[config.mk]
export PLATFORM = sky130hd
export DESIGN_NAME = memory_arbiter
export DESIGN_NICKNAME = d
export VERILOG_FILES = /design/src/rtl/memory_arbiter.sv
export SDC_FILE = /design/constraint.sdc
export NUM_CORES = 1
export LEC_CHECK = 0
export ABC_AREA = 1
export CAP_MARGIN = 0
export CORE_MARGIN = 8
export CORE_UTILIZATION = 40
export DETAILED_ROUTE_END_ITERATION = 10
export PLACE_DENSITY = 0.76
export SYNTH_ARGS = -nofsm -noshare
export SYNTH_HDL_FRONTEND = slang
export SYNTH_SLANG_ARGS = --single-unit
[constraint.sdc]
create_clock -name clock -period 2.15 [get_ports clock]
set_input_delay 0.43 -clock clock [delete_from_list [all_inputs] [get_ports clock]]
set_output_delay 0.43 -clock clock [all_outputs]
set_load 0.005 [all_outputs]
[src/rtl/memory_arbiter.sv]
// Arbitrates the shared memory port between instruction fetch and data load/store.
// Data has priority; a streak counter hands the port to a waiting fetch after MAX_STREAK data grants.
module memory_arbiter #(
    parameter int LATENCY    = 2,
    parameter int MAX_STREAK = 3
) (
    input  logic        clock,
    input  logic        reset,
    input  logic        i_req,
    input  logic [31:0] i_address,
    output logic        i_grant,
    output logic        i_valid,
    output logic [31:0] i_data,
    input  logic        d_req,
    input  logic        d_write,
    input  logic [31:0] d_address,
    input  logic [31:0] d_wdata,
    output logic        d_grant,
    output logic        d_valid,
    output logic [31:0] d_rdata,
    output logic [31:0] mem_address,
    output logic [31:0] mem_wdata,
    output logic        mem_read,
    output logic        mem_write,
    input  logic [31:0] mem_rdata,
    output logic        stall_i,
    output logic        stall_d
);

    localparam int SW = $clog2(MAX_STREAK + 1);
    localparam int CW = (LATENCY > 1) ? $clog2(LATENCY) : 1;
    localparam logic [SW-1:0] STREAK_MAX = SW'(MAX_STREAK);
    localparam logic [CW-1:0] CNT_INIT   = CW'(LATENCY - 1);

    typedef enum logic [1:0] {IDLE, ACCESS, DONE} state_t;

    state_t         state_q;
    logic           owner_data_q;
    logic           write_q;
    logic [CW-1:0]  cnt_q;
    logic [SW-1:0]  streak_q;
    logic [31:0]    i_data_q;
    logic [31:0]    d_rdata_q;
    logic [31:0]    mem_address_q;
    logic [31:0]    mem_wdata_q;
    logic           mem_read_q;
    logic           mem_write_q;
    logic           i_valid_q;
    logic           d_valid_q;

    logic idle_ok;
    logic streak_full;
    logic gnt_instr;
    logic gnt_data;

    // Grants are combinational so the requester sees acceptance in the same cycle it asks.
    assign idle_ok     = (state_q == IDLE) && !reset;
    assign streak_full = (streak_q == STREAK_MAX);
    assign gnt_data    = idle_ok && d_req && (!i_req || !streak_full);
    assign gnt_instr   = idle_ok && i_req && (!d_req || streak_full);

    always_ff @(posedge clock) begin
        if (reset) begin
            state_q       <= IDLE;
            owner_data_q  <= 1'b0;
            write_q       <= 1'b0;
            cnt_q         <= '0;
            streak_q      <= '0;
            i_data_q      <= '0;
            d_rdata_q     <= '0;
            mem_address_q <= '0;
            mem_wdata_q   <= '0;
            mem_read_q    <= 1'b0;
            mem_write_q   <= 1'b0;
            i_valid_q     <= 1'b0;
            d_valid_q     <= 1'b0;
        end else begin
            case (state_q)
                IDLE: begin
                    if (gnt_data || gnt_instr) begin
                        owner_data_q  <= gnt_data;
                        write_q       <= gnt_data && d_write;
                        mem_address_q <= gnt_data ? d_address : i_address;
                        if (gnt_data) begin
                            mem_wdata_q <= d_wdata;
                        end
                        mem_read_q    <= !(gnt_data && d_write);
                        mem_write_q   <= gnt_data && d_write;
                        cnt_q         <= CNT_INIT;
                        state_q       <= ACCESS;
                        if (gnt_data && i_req) begin
                            streak_q <= streak_full ? streak_q : streak_q + 1'b1;
                        end else begin
                            streak_q <= '0;
                        end
                    end
                end
                ACCESS: begin
                    // The write strobe is a single-cycle command; reads stay asserted throughout.
                    mem_write_q <= 1'b0;
                    if (cnt_q == '0) begin
                        mem_read_q <= 1'b0;
                        if (owner_data_q) begin
                            if (!write_q) begin
                                d_rdata_q <= mem_rdata;
                            end
                        end else begin
                            i_data_q <= mem_rdata;
                        end
                        i_valid_q <= !owner_data_q;
                        d_valid_q <= owner_data_q;
                        state_q   <= DONE;
                    end else begin
                        cnt_q <= cnt_q - 1'b1;
                    end
                end
                DONE: begin
                    i_valid_q <= 1'b0;
                    d_valid_q <= 1'b0;
                    state_q   <= IDLE;
                end
                default: begin
                    state_q <= IDLE;
                end
            endcase
        end
    end

    // A reset landing on the completion cycle suppresses the pulse as well.
    assign i_valid     = i_valid_q && !reset;
    assign d_valid     = d_valid_q && !reset;
    assign i_grant     = gnt_instr;
    assign d_grant     = gnt_data;
    assign i_data      = i_data_q;
    assign d_rdata     = d_rdata_q;
    assign mem_address = mem_address_q;
    assign mem_wdata   = mem_wdata_q;
    assign mem_read    = mem_read_q;
    assign mem_write   = mem_write_q;
    assign stall_i     = i_req && !i_valid;
    assign stall_d     = d_req && !d_valid;

endmodule

==> results.txt <==
----------------------------------------------------
[Status]
  Result of the run ... completed

[GRT]
  Gr ovfl total ... 0
  Initial antenna violation count ... 0
  Aggregate global-route resource usage ... 0.203
  Via count of the first global-routing pass ... 5556
  Wire length of the first global-routing pass ... 29100 um
  Maximum number of pins on one net before global-route repair ... 61

[Yosys]
  Flop and latch count out of synthesis ... 139
  Proportion of synthesized area in mux cells ... 0
  Fraction of the mapped netlist area in adder cells ... 0.00228
  Ranking of synthesized cells by area ... sky130_fd_sc_hd__dfxtp_1 (51%), sky130_fd_sc_hd__nor2_1 (14%), sky130_fd_sc_hd__o21ai_0 (8.1%), sky130_fd_sc_hd__nand2_1 (5.1%), sky130_fd_sc_hd__o21bai_1 (4.4%)
  Post-synthesis cell type with the largest combined area ... sky130_fd_sc_hd__dfxtp_1
  Sequential-to-total area share from yosys stat ... 0.506
  Avg Synthesized Cell Area ... 7.52 um2
  Simple-gate portion of the synthesized area ... 0.240
  Post-synthesis net count ... 865
  Yosys Warn Count ... 0
  Unique cell type count in the Yosys netlist ... 25
  Parity-gate share of the synthesized area counting xor and xnor cells ... 0
  Synth top area share ... 0.506
  Mapped Cells ... 731
  Largest family of logic cells by synthesized area ... simple AND/OR/NAND/NOR gates
  Area of the mapped netlist ... 5500 um2
  Compound-cell area share of the yosys netlist ... 0.173

[Cells and area]
  Fin nets ... 1126
  Antenna diode count ... 0
  Share of post-route cells with drive strength above 1 ... 0.0667
  Fill cells ... 1245
  Final cell utilization of the core ... 0.654
  Area added between synthesis and finish ... 62.8%

[STA]
  Final period util ... 0.923
  RSZ-0062 raised after global routing ... no
  Max Transition Viols Final ... 0
  Final hold slack ... 0.463 ns
  Worst slew pin tran ... 0.606 ns
  Rel. slew slack ... 0.595
  Setup clock skew after layout ... 0.0122 ns
  Worst setup margin ... 0.165 ns
  Final hold violation count ... 0
  Maximum clock frequency ... 504 MHz
  Setup-failing EPs final ... 0
  Clock period minus worst slack ... 1.99 ns

[Die]
  Initial core utilization ... 0.402
  Die footprint ... 17700 um2
  Die boundary height ... 133 um
  Core Area ... 13700 um2
  # rows ... 43
  Io pins ... 269
  Overall die width ... 133 um

[Worst setup path]
  WP data arrival ... 1.56 ns
  Crit. End Element ... primary output
  Element type at the critical path start ... flop
  Worst path top cell family by delay ... flip-flops
  Critical path buffers and inverters ... 2
  Cell with the most instances on the worst path ... sky130_fd_sc_hd__nand2_1
  Start-to-end type of the worst setup path ... flop to primary output
  Largest fanout on the critical path ... 3
  Cell chain of the critical path ... ha_1 -> inv_1 -> nand2_1 -> nand2_1 -> nor2_4 -> clkdlybuf4s15_1
  CP max stage delay ... 0.35 ns
  Worst path slowest cell ... sky130_fd_sc_hd__dfxtp_1
  CP required ... 1.72 ns

[Clock tree]
  Max Buffers Root-to-Sink ... 2
  Root buffer cell ... sky130_fd_sc_hd__clkbuf_16
  Clock buffer count from CTS ... 17
  Number of sinks handled by clock tree synthesis ... 139
  Htree depth ... 4
  Clk_lat worst skew ... 0.41 ns
  Setup bufs post-CTS ... 0
  Clock slew seen by the registers of the worst setup and hold paths ... 0.06 ns
  Clock tree from TritonCTS ... yes

[Drt]
  Via-per-instance ratio ... 4.70
  Vias after detailed routing ... 5575
  Drt wl/cell ... 15.3 um
  Remaining antenna violation count ... 0
  Routed wire length ... 18100 um
  Number of design-rule violations left by the first detailed-router iteration ... 422
  Pre-antenna DRT Iters ... 4
  Remaining DRCs ... 0

[Place]
  Placed wire-length estimate after detailed placement ... 12900 um
  Placement Setup Slack ... -0.159 ns
  Routability Congestion ... 0.792
  Port Buf Inserts ... 268

[Power and ir drop]
  Net Switching ... 1.67 mW
  Net Sw Frac ... 0.247
  Leakage ... 3.65 nW
  Maximum vdd ir drop ... 0.587 mV
  Comb pwr share ... 0.162
  Part of the total power dissipated in the clock network ... 0.420
  Cell Int Power ... 5.06 mW
  PD cells ... 752 nW/um2
  Part of the total power dissipated in sequential elements ... 0.417

[Flow run]
  Number of violations of the max-capacitance limit ... 0

[Hold path]
  Worst hold path type ... flop to flop

----------------------------------------------------
-- power by group through the flow --
stage	registers, mW	logic [mW]	clock network (mW)
after floorplan	2.87	0.406	0
after global placement	2.86	1.10	0
after detailed placement	2.86	1.10	0
after CTS	2.81	1.10	2.90
after global routing	2.83	1.20	3.01
final	2.81	1.09	2.83
-- cells in the final DEF (no fill, tap or decap), types with 3 or more instances in the layout --
cell	count
sky130_fd_sc_hd__o21ai_1	10
sky130_fd_sc_hd__clkinv_4	3
sky130_fd_sc_hd__nand2_1	75
sky130_fd_sc_hd__inv_2	3
sky130_fd_sc_hd__o21ai_0	89
sky130_fd_sc_hd__dfxtp_1	139
sky130_fd_sc_hd__clkdlybuf4s50_1	262
sky130_fd_sc_hd__clkbuf_16	17
sky130_fd_sc_hd__buf_12	3
sky130_fd_sc_hd__buf_4	21
sky130_fd_sc_hd__clkinvlp_4	4
sky130_fd_sc_hd__clkinv_2	5
sky130_fd_sc_hd__nand3_1	35
sky130_fd_sc_hd__dlygate4sd2_1	4
sky130_fd_sc_hd__a21oi_1	36
sky130_fd_sc_hd__nor2_1	204
sky130_fd_sc_hd__o21bai_1	32
sky130_fd_sc_hd__inv_1	45
-- metrics by stage --
| stage | area (um2) | TNS [ns] | total power [mW] | instances |
|---|---|---|---|---|
| floorplan | 5500 | 0 | 3.28 | 731 |
| global placement | 8370 | -0.301 | 3.95 | 1153 |
| detailed placement | 8370 | -0.369 | 3.96 | 1153 |
| CTS | 8940 | 0 | 6.81 | 1185 |
| global route | 8940 | 0 | 7.04 | 1185 |
| finish | 8940 | 0 | 6.73 | 1185 |
-- flip-flops by register name, summed over array words and instances, names as in the netlist --
signal,count
d_rdata,32
mem_address,32
mem_wdata,32
mem_read,1
mem_write,1
owner_data_q,1
d_valid_q,1
write_q,1
cnt_q,1
i_valid_q,1
i_data,32
streak_q,2
state_q,2
-- what timing repair did --
item	CTS	global route
hold buffers	0	0
setup endpoints to repair	5	2
gates resized for setup	5	2
pin swaps	0	0
endpoints found under the hold margin	0	0
-- worst min-delay path: cells and delay by family (launching register included) --
kind | cells | cell delay, ns
DFF | 1 | 0.31
AOI/OAI and AO/OA | 1 | 0.05
and+or+nand+nor | 1 | 0.06
-- cells in the mapped netlist, drive strengths merged --
| master | n |
|---|---|
| a21oi | 37 |
| buf | 32 |
| clkbuf | 18 |
| dfxtp | 139 |
| ha | 1 |
| inv | 48 |
| nand2 | 77 |
| nand3 | 35 |
| nand3b | 1 |
| nor2 | 209 |
| o21a | 1 |
| o21ai | 99 |
| o21bai | 32 |
| o22ai | 1 |
| o31ai | 1 |
-- final timing paths --
check / start / endpoint / slack [ns] / depth (start not counted)
max: streak_q[0] / i_grant / 0.16 / 6
max reg2reg: streak_q[0] / mem_address[30] / 0.37 / 8
min: mem_address[7] / mem_address[7] / 0.46 / 2
min reg2reg: mem_address[7] / mem_address[7] / 0.46 / 2
-- layout make-up --
type	instances	area, um2	area share
Clock inverter	15	150	0.0168
Multi-Input combinational cell	494	2280	0.255
Sequential cell	139	2780	0.311
Clock buffer	17	425	0.0476
Tap cell	180	225	0.0252
Timing Repair Buffer	292	2900	0.324
Inverter	48	180	0.0201
-- routing by layer --
metal / global-route usage / wire [um] / vias to the layer above
met5: 0 / 0 / -
met4: 0.0792 / 208 / 0
met3: 0.0938 / 1800 / 12
met2: 0.322 / 8560 / 214
met1: 0.234 / 7510 / 2497
li1: - / - / 2852
-- cell families after synthesis --
kind of cell               after synthesis
adders and majority gates                1
and+or+nand+nor                        322
DFF                                    139
buffers and inverters                   98
AOI/OAI and AO/OA                      171
Power figures use the tool's default switching activity.
